--- src/rtl/menu_dispatcher.sv ---
// Top-level menu dispatcher: idle screen, one-hot child selection, error screen.
// Optional inactivity timeout in ACTIVE is enabled by defining MENU_DISPATCH_TIMEOUT_EN.
//
//  state    | meaning
//  ---------+------------------------------------------------------------
//  S_IDLE   | menu screen shown, waiting for con (select) or rls (leave)
//  S_ACTIVE | child sel enabled, its show word routed to the display
//  S_ERROR  | invalid selection, ERR_SHOW held for ERR_CYCLES cycles
module menu_dispatcher #(
    parameter int                NUM_MODES      = 3,
    parameter int                SW_W           = 8,
    parameter int                SHOW_W         = 30,
    parameter logic [SHOW_W-1:0] IDLE_SHOW      = {5'd23, 5'd10, 5'd20, 5'd10, 5'd30, 5'd14},
    parameter logic [SHOW_W-1:0] ERR_SHOW       = {5'd14, 5'd24, 5'd24, 5'd21, 5'd24, 5'd31},
    parameter int                ERR_CYCLES     = 100_000_000,
    parameter int                TIMEOUT_CYCLES = 1_000_000_000
) (
    input  logic                          clk,
    input  logic                          rst_n,
    input  logic                          en,
    input  logic [2:0]                    press,
    input  logic [SW_W-1:0]               switch,
    input  logic [NUM_MODES-1:0]          child_done_i,
    input  logic [NUM_MODES*SHOW_W-1:0]   child_show_i,
    output logic [NUM_MODES-1:0]          child_en_o,
    output logic [SHOW_W-1:0]             show_o,
    output logic [NUM_MODES-1:0]          mode_led_o,
    output logic                          father_rst_o,
    output logic                          err_o
);

    localparam int SEL_W = (NUM_MODES > 1) ? $clog2(NUM_MODES) : 1;
    localparam int ERR_W = (ERR_CYCLES > 1) ? $clog2(ERR_CYCLES) : 1;
    localparam logic [ERR_W-1:0] ERR_LAST  = ERR_W'(ERR_CYCLES - 1);
    localparam logic [SW_W-1:0]  MODE_MASK = SW_W'((64'd1 << NUM_MODES) - 64'd1);

    localparam logic [2:0] P_RLS = 3'b001;
    localparam logic [2:0] P_CON = 3'b010;
    localparam logic [2:0] P_RIS = 3'b100;

    if (NUM_MODES < 1 || NUM_MODES > 8 || SW_W < NUM_MODES ||
        ERR_CYCLES < 1 || TIMEOUT_CYCLES < 1) begin : g_bad_params
        $error("menu_dispatcher: illegal parameter combination");
    end

    typedef enum logic [1:0] {S_IDLE, S_ACTIVE, S_ERROR} state_t;

    state_t             state, state_nxt;
    logic [SEL_W-1:0]   sel, sel_nxt;
    logic [ERR_W-1:0]   err_cnt, err_cnt_nxt;
    logic               switch_valid;
    logic               tmo_hit;

    logic [NUM_MODES-1:0] child_en_nxt;
    logic [SHOW_W-1:0]    show_nxt;
    logic                 father_nxt;
    logic                 err_nxt;

    function automatic logic [SEL_W-1:0] hot_index(input logic [SW_W-1:0] v);
        hot_index = '0;
        for (int i = 0; i < NUM_MODES; i++) begin
            if (v[i]) hot_index = SEL_W'(i);
        end
    endfunction

    // Exactly one switch high, and it must name an existing child.
    assign switch_valid = $onehot(switch) && ((switch & ~MODE_MASK) == '0);

`ifdef MENU_DISPATCH_TIMEOUT_EN
    localparam int TMO_W = (TIMEOUT_CYCLES > 1) ? $clog2(TIMEOUT_CYCLES) : 1;
    localparam logic [TMO_W-1:0] TMO_LAST = TMO_W'(TIMEOUT_CYCLES - 1);
    localparam logic [2:0]       P_NONE   = 3'b111;

    logic [TMO_W-1:0] tmo_cnt, tmo_cnt_nxt;

    always_comb begin
        tmo_cnt_nxt = '0;
        tmo_hit     = 1'b0;
        if (state == S_ACTIVE && press == P_NONE) begin
            if (tmo_cnt == TMO_LAST) tmo_hit = 1'b1;
            else                     tmo_cnt_nxt = tmo_cnt + TMO_W'(1);
        end
    end

    always_ff @(posedge clk) begin
        if (!rst_n || !en) tmo_cnt <= '0;
        else               tmo_cnt <= tmo_cnt_nxt;
    end
`else
    assign tmo_hit = 1'b0;
`endif

    always_ff @(posedge clk) begin
        if (!rst_n || !en) begin
            state        <= S_IDLE;
            sel          <= '0;
            err_cnt      <= '0;
            child_en_o   <= '0;
            show_o       <= '1;
            father_rst_o <= 1'b0;
            err_o        <= 1'b0;
        end else begin
            state        <= state_nxt;
            sel          <= sel_nxt;
            err_cnt      <= err_cnt_nxt;
            child_en_o   <= child_en_nxt;
            show_o       <= show_nxt;
            father_rst_o <= father_nxt;
            err_o        <= err_nxt;
        end
    end

    always_comb begin
        state_nxt   = state;
        sel_nxt     = sel;
        err_cnt_nxt = '0;
        case (state)
            S_IDLE: begin
                if (press == P_CON) begin
                    if (switch_valid) begin
                        state_nxt = S_ACTIVE;
                        sel_nxt   = hot_index(switch);
                    end else begin
                        state_nxt = S_ERROR;
                    end
                end
            end
            S_ACTIVE: begin
                if (press == P_RIS || child_done_i[sel] || tmo_hit) state_nxt = S_IDLE;
            end
            S_ERROR: begin
                if (err_cnt == ERR_LAST) state_nxt = S_IDLE;
                else                     err_cnt_nxt = err_cnt + ERR_W'(1);
            end
            default: state_nxt = S_IDLE;
        endcase
    end

    // Outputs are registered from the upcoming state so they change with it.
    always_comb begin
        child_en_nxt = '0;
        show_nxt     = IDLE_SHOW;
        father_nxt   = (state == S_IDLE) && (press == P_RLS);
        err_nxt      = 1'b0;
        case (state_nxt)
            S_ACTIVE: begin
                child_en_nxt = NUM_MODES'(1) << sel_nxt;
                show_nxt     = child_show_i[sel_nxt*SHOW_W +: SHOW_W];
            end
            S_ERROR: begin
                show_nxt = ERR_SHOW;
                err_nxt  = 1'b1;
            end
            default: ;
        endcase
    end

    assign mode_led_o = child_en_o;

endmodule

--- config.mk ---
export PLATFORM = sky130hd
export DESIGN_NAME = menu_dispatcher
export DESIGN_NICKNAME = d
export VERILOG_FILES = /design/src/rtl/menu_dispatcher.sv
export SDC_FILE = /design/constraint.sdc
export NUM_CORES = 1
export LEC_CHECK = 0
export ABC_AREA = 1
export ABC_CLOCK_PERIOD_IN_PS = 4400
export BUFFER_PORTS_ARGS = -buffer_cell sky130_fd_sc_hd__buf_2
export CORE_ASPECT_RATIO = 1.1
export CORE_UTILIZATION = 40
export DETAILED_ROUTE_END_ITERATION = 8
export HOLD_SLACK_MARGIN = 0.15
export PLACE_DENSITY_LB_ADDON = 0.2
export SLEW_MARGIN = 5
export SYNTH_ARGS = -nofsm -noshare
export SYNTH_HDL_FRONTEND = slang
export SYNTH_SLANG_ARGS = --single-unit
--- constraint.sdc ---
create_clock -name clk -period 4.4 [get_ports clk]
set_input_delay 0.22 -clock clk [delete_from_list [all_inputs] [get_ports clk]]
set_output_delay 0.22 -clock clk [all_outputs]
set_load 0.03 [all_outputs]
==> impl_metrics.json <==
{
  "synth-compound-area-share": 0.120,
  "worst_ep_required_time_ns": 4.63,
  "ys_ff_latch": 66,
  "cts_buffer_depth": 2,
  "synthMuxAreaShare": 0,
  "setup.worst_path.class": "input pin to register",
  "syn-num-nets": 624,
  "cts_sinks": 66,
  "setup_slack_ns": 0.373,
  "numCtsBuffers": 9,
  "drcViolationCount": 0,
  "async_reset_ff_frac": 0,
  "grt-ovfl-total": 0,
  "nets": 790,
  "antenna_found_initial": 0,
  "drtPass1Iterations": 4,
  "hpwlAfterDp_mm": 7.56,
  "wl_per_cell_um": 12.8,
  "seqCellArea_um2": 1320,
  "synth_top_family_by_area": "simple AND/OR/NAND/NOR gates",
  "n_fill_cell": 861,
  "die_y_um": 102,
  "min_from": "child_show_i[38]",
  "via_per_inst": 4.82,
  "cpMostUsedCell": "inv_1",
  "fmax_ghz": 0.248,
  "critical-path-max-stage-delay_ns": 0.51,
  "max_slew_margin": 0.561,
  "yosys_warnings": 0,
  "vdd_drop_max_mv": 0.146,
  "hold_viol": 0,
  "critical_path.max_fanout": 5,
  "grt_pass1_vias": 3663,
  "synthSimpleGateAreaFrac": 0.351,
  "die_x_um": 92.5,
  "cts_tree": "built",
  "startpoint_type": "input pin",
  "cts_max_level": 3,
  "leakage_nw": 2.01,
  "ff2ff_path_depth": 15,
  "final-setup-viol-count": 0,
  "port_buffers": 144,
  "gp_congestion": 0.834,
  "p_per_area_nw_per_um2": 268,
  "coreArea_um2": 8580,
  "final_antenna_net_count": 0,
  "yosysSeqAreaShare": 0.366,
  "critPathCaptureType": "register",
  "synth_cells": 507,
  "worstPathCellList": "buf_2 > inv_1 > fa_1 > fa_1 > fa_1 > inv_1 > ha_1 > inv_1 > fa_1 > nand3_1 > nor2_4 > nand3_2 > nand2_1 > inv_1 > ha_1 > nor2_2 > inv_1 > nor2_1 > inv_1 > a21oi_1 > o21ai_1",
  "finalClockSkew_ns": 0.00747,
  "synth-adder-area-share": 0.0430,
  "grt_usage": 0.217,
  "antenna_cells": 0,
  "rsz0062_at_grt": "false",
  "regToRegSetupSlack_ns": 1.68,
  "synth_edf_count": 0,
  "worst_pin_slew_ns": 0.649,
  "grt_max_degree": 32,
  "cts_hold_buf": 24,
  "cap_violations": 0,
  "die_area_um2": 9400,
  "r2r-start": "err_cnt[0]",
  "postCtsSetupRepairBufs": 0,
  "rows": 35,
  "synth_flop_cell": "dfxtp_1",
  "status": "finished clean",
  "syn_to_final_growth_pct": 33.5,
  "grt_pass1_wl_mm": 16.0,
  "syn_area_um2": 3610,
  "io-pin-count": 145,
  "ys_types": 40,
  "ctsResizeCount": 0,
  "layout_commonest_cell": "buf_2",
  "cp.arrival_ns": 4.26,
  "critPathLaunch": "switch[1]",
  "fin_crit_ns": 4.03,
  "num_vias": 3796,
  "drv_slew": 0,
  "drive_gt1_frac": 0.293,
  "period_share": 0.915,
  "dp_slack_ns": 0.00174,
  "insertion_delay_ns": 0.34,
  "routed_wl_mm": 10.0,
  "start_util": 0.420,
  "clkTransAtPathRegs_ns": 0.07,
  "hold_path_depth": 3,
  "worstReg2RegEnd": "show_o[2]",
  "syn_avg_cell_area_um2": 7.11,
  "cp_slowest_cell": "fa_1",
  "hold_path_class": "input pin to register",
  "synth_xor_area_frac": 0.0121,
  "final_cell_mix": "buf_2 (144), nand2_1 (97), nor2_1 (70), inv_1 (66), dfxtp_1 (66)",
  "hold_end": "show_o[8]",
  "tns_ns": 0,
  "drt_iter0_markers": 113,
  "root_buffer": "clkbuf_8",
  "multi_input_area_um2": 1900
}
[cell families (layout without fill, tap and decap cells)]
family,Yosys count,count (layout)
flip-flops,66,66
adder cells (fa/ha/maj),10,10
buffers and inverters,88,257
XOR/XNOR,5,5
AO/OA/AOI/OAI,76,76
AND/OR/NAND/NOR,262,262
[state kept, by name, indices dropped and copies added (netlist names)]
register,flops
sel,2
err_o,1
child_en_o,3
state,2
show_o,30
err_cnt,27
father_rst_o,1
[metal layers]
metal | share of wire | vias up | GRT usage
met4 | 0.018 | 0 | 0.0889
li1 | - | 1965 | -
met2 | 0.51 | 116 | 0.384
met1 | 0.41 | 1698 | 0.250
met3 | 0.061 | 17 | 0.0541
met5 | 0 | - | 0
[power breakdown]
| part | leakage (nW) | internal [mW] | switching [mW] |
|---|---|---|---|
| registers | 0.537 | 0.607 | 0.00254 |
| clock network | 0.0946 | 0.287 | 0.226 |
| logic | 1.38 | 0.0811 | 0.0879 |
| total | 2.01 | 0.975 | 0.316 |
[per-stage QoR]
step / utilization / power, mW / hold slack, ns / cells / instance area [um^2]
after global placement: 0.511 / 0.771 / 0.437 / 749 / 4380
after detailed placement: 0.511 / 0.774 / 0.446 / 749 / 4380
after floorplan: - / 0.702 / 0.297 / 507 / 3610
after global routing: 0.561 / 1.35 / 0.184 / 787 / 4820
final: 0.561 / 1.29 / 0.176 / 787 / 4820
after CTS: 0.561 / 1.30 / 0.159 / 787 / 4820
[Yosys cell counts, types with 3 or more instances]
| library cell | number | area share |
|---|---|---|
| nor3_2 | 4 | 0.011 |
| a21oi_1 | 15 | 0.021 |
| nand2_4 | 4 | 0.012 |
| dfxtp_1 | 66 | 0.37 |
| nand2_2 | 6 | 0.010 |
| ha_1 | 6 | 0.021 |
| nor2_2 | 3 | 0.0052 |
| buf_2 | 6 | 0.0083 |
| buf_6 | 3 | 0.0094 |
| nor2_1 | 70 | 0.073 |
| o211ai_1 | 14 | 0.029 |
| nor2_4 | 6 | 0.019 |
| inv_1 | 66 | 0.069 |
| o21ai_0 | 19 | 0.026 |
| nor4_1 | 5 | 0.0087 |
| nand2_1 | 97 | 0.10 |
| nand4_1 | 8 | 0.014 |
| fa_1 | 4 | 0.022 |
| nor3b_1 | 3 | 0.0062 |
| o21ai_1 | 22 | 0.031 |
| inv_2 | 3 | 0.0031 |
| buf_4 | 7 | 0.015 |
| nor3_1 | 14 | 0.019 |
| xor2_1 | 4 | 0.0097 |
| nand3_2 | 4 | 0.011 |
| nand3_1 | 30 | 0.042 |
[worst max-delay path, delay by kind of cell]
| kind | cells | cell delay [ns] |
|---|---|---|
| AOI/OAI and AO/OA | 2 | 0.22 |
| buffers and inverters | 7 | 0.58 |
| adders and majority gates | 6 | 2.30 |
| and+or+nand+nor | 6 | 0.93 |
[layout make-up]
type,instances,area share
flip-flops and latches,66,0.274
repair buffers,174,0.209
inverters,69,0.0538
clock buffers,12,0.0322
well taps,111,0.0288
multi-input cells,353,0.394
clock inverters,2,0.00779
[worst max path at each step]
stage	endpoint	slack [ns]	cells after the start
2_1_floorplan	show_o[1]	0.23	20
3_3_place_gp	show_o[1]	0.13	21
3_5_place_dp	show_o[1]	0.002	21
4_1_cts	show_o[2]	0.35	21
5_1_grt	show_o[2]	0.008	21
6_report	show_o[2]	0.37	21
Power figures use the tool's default switching activity.
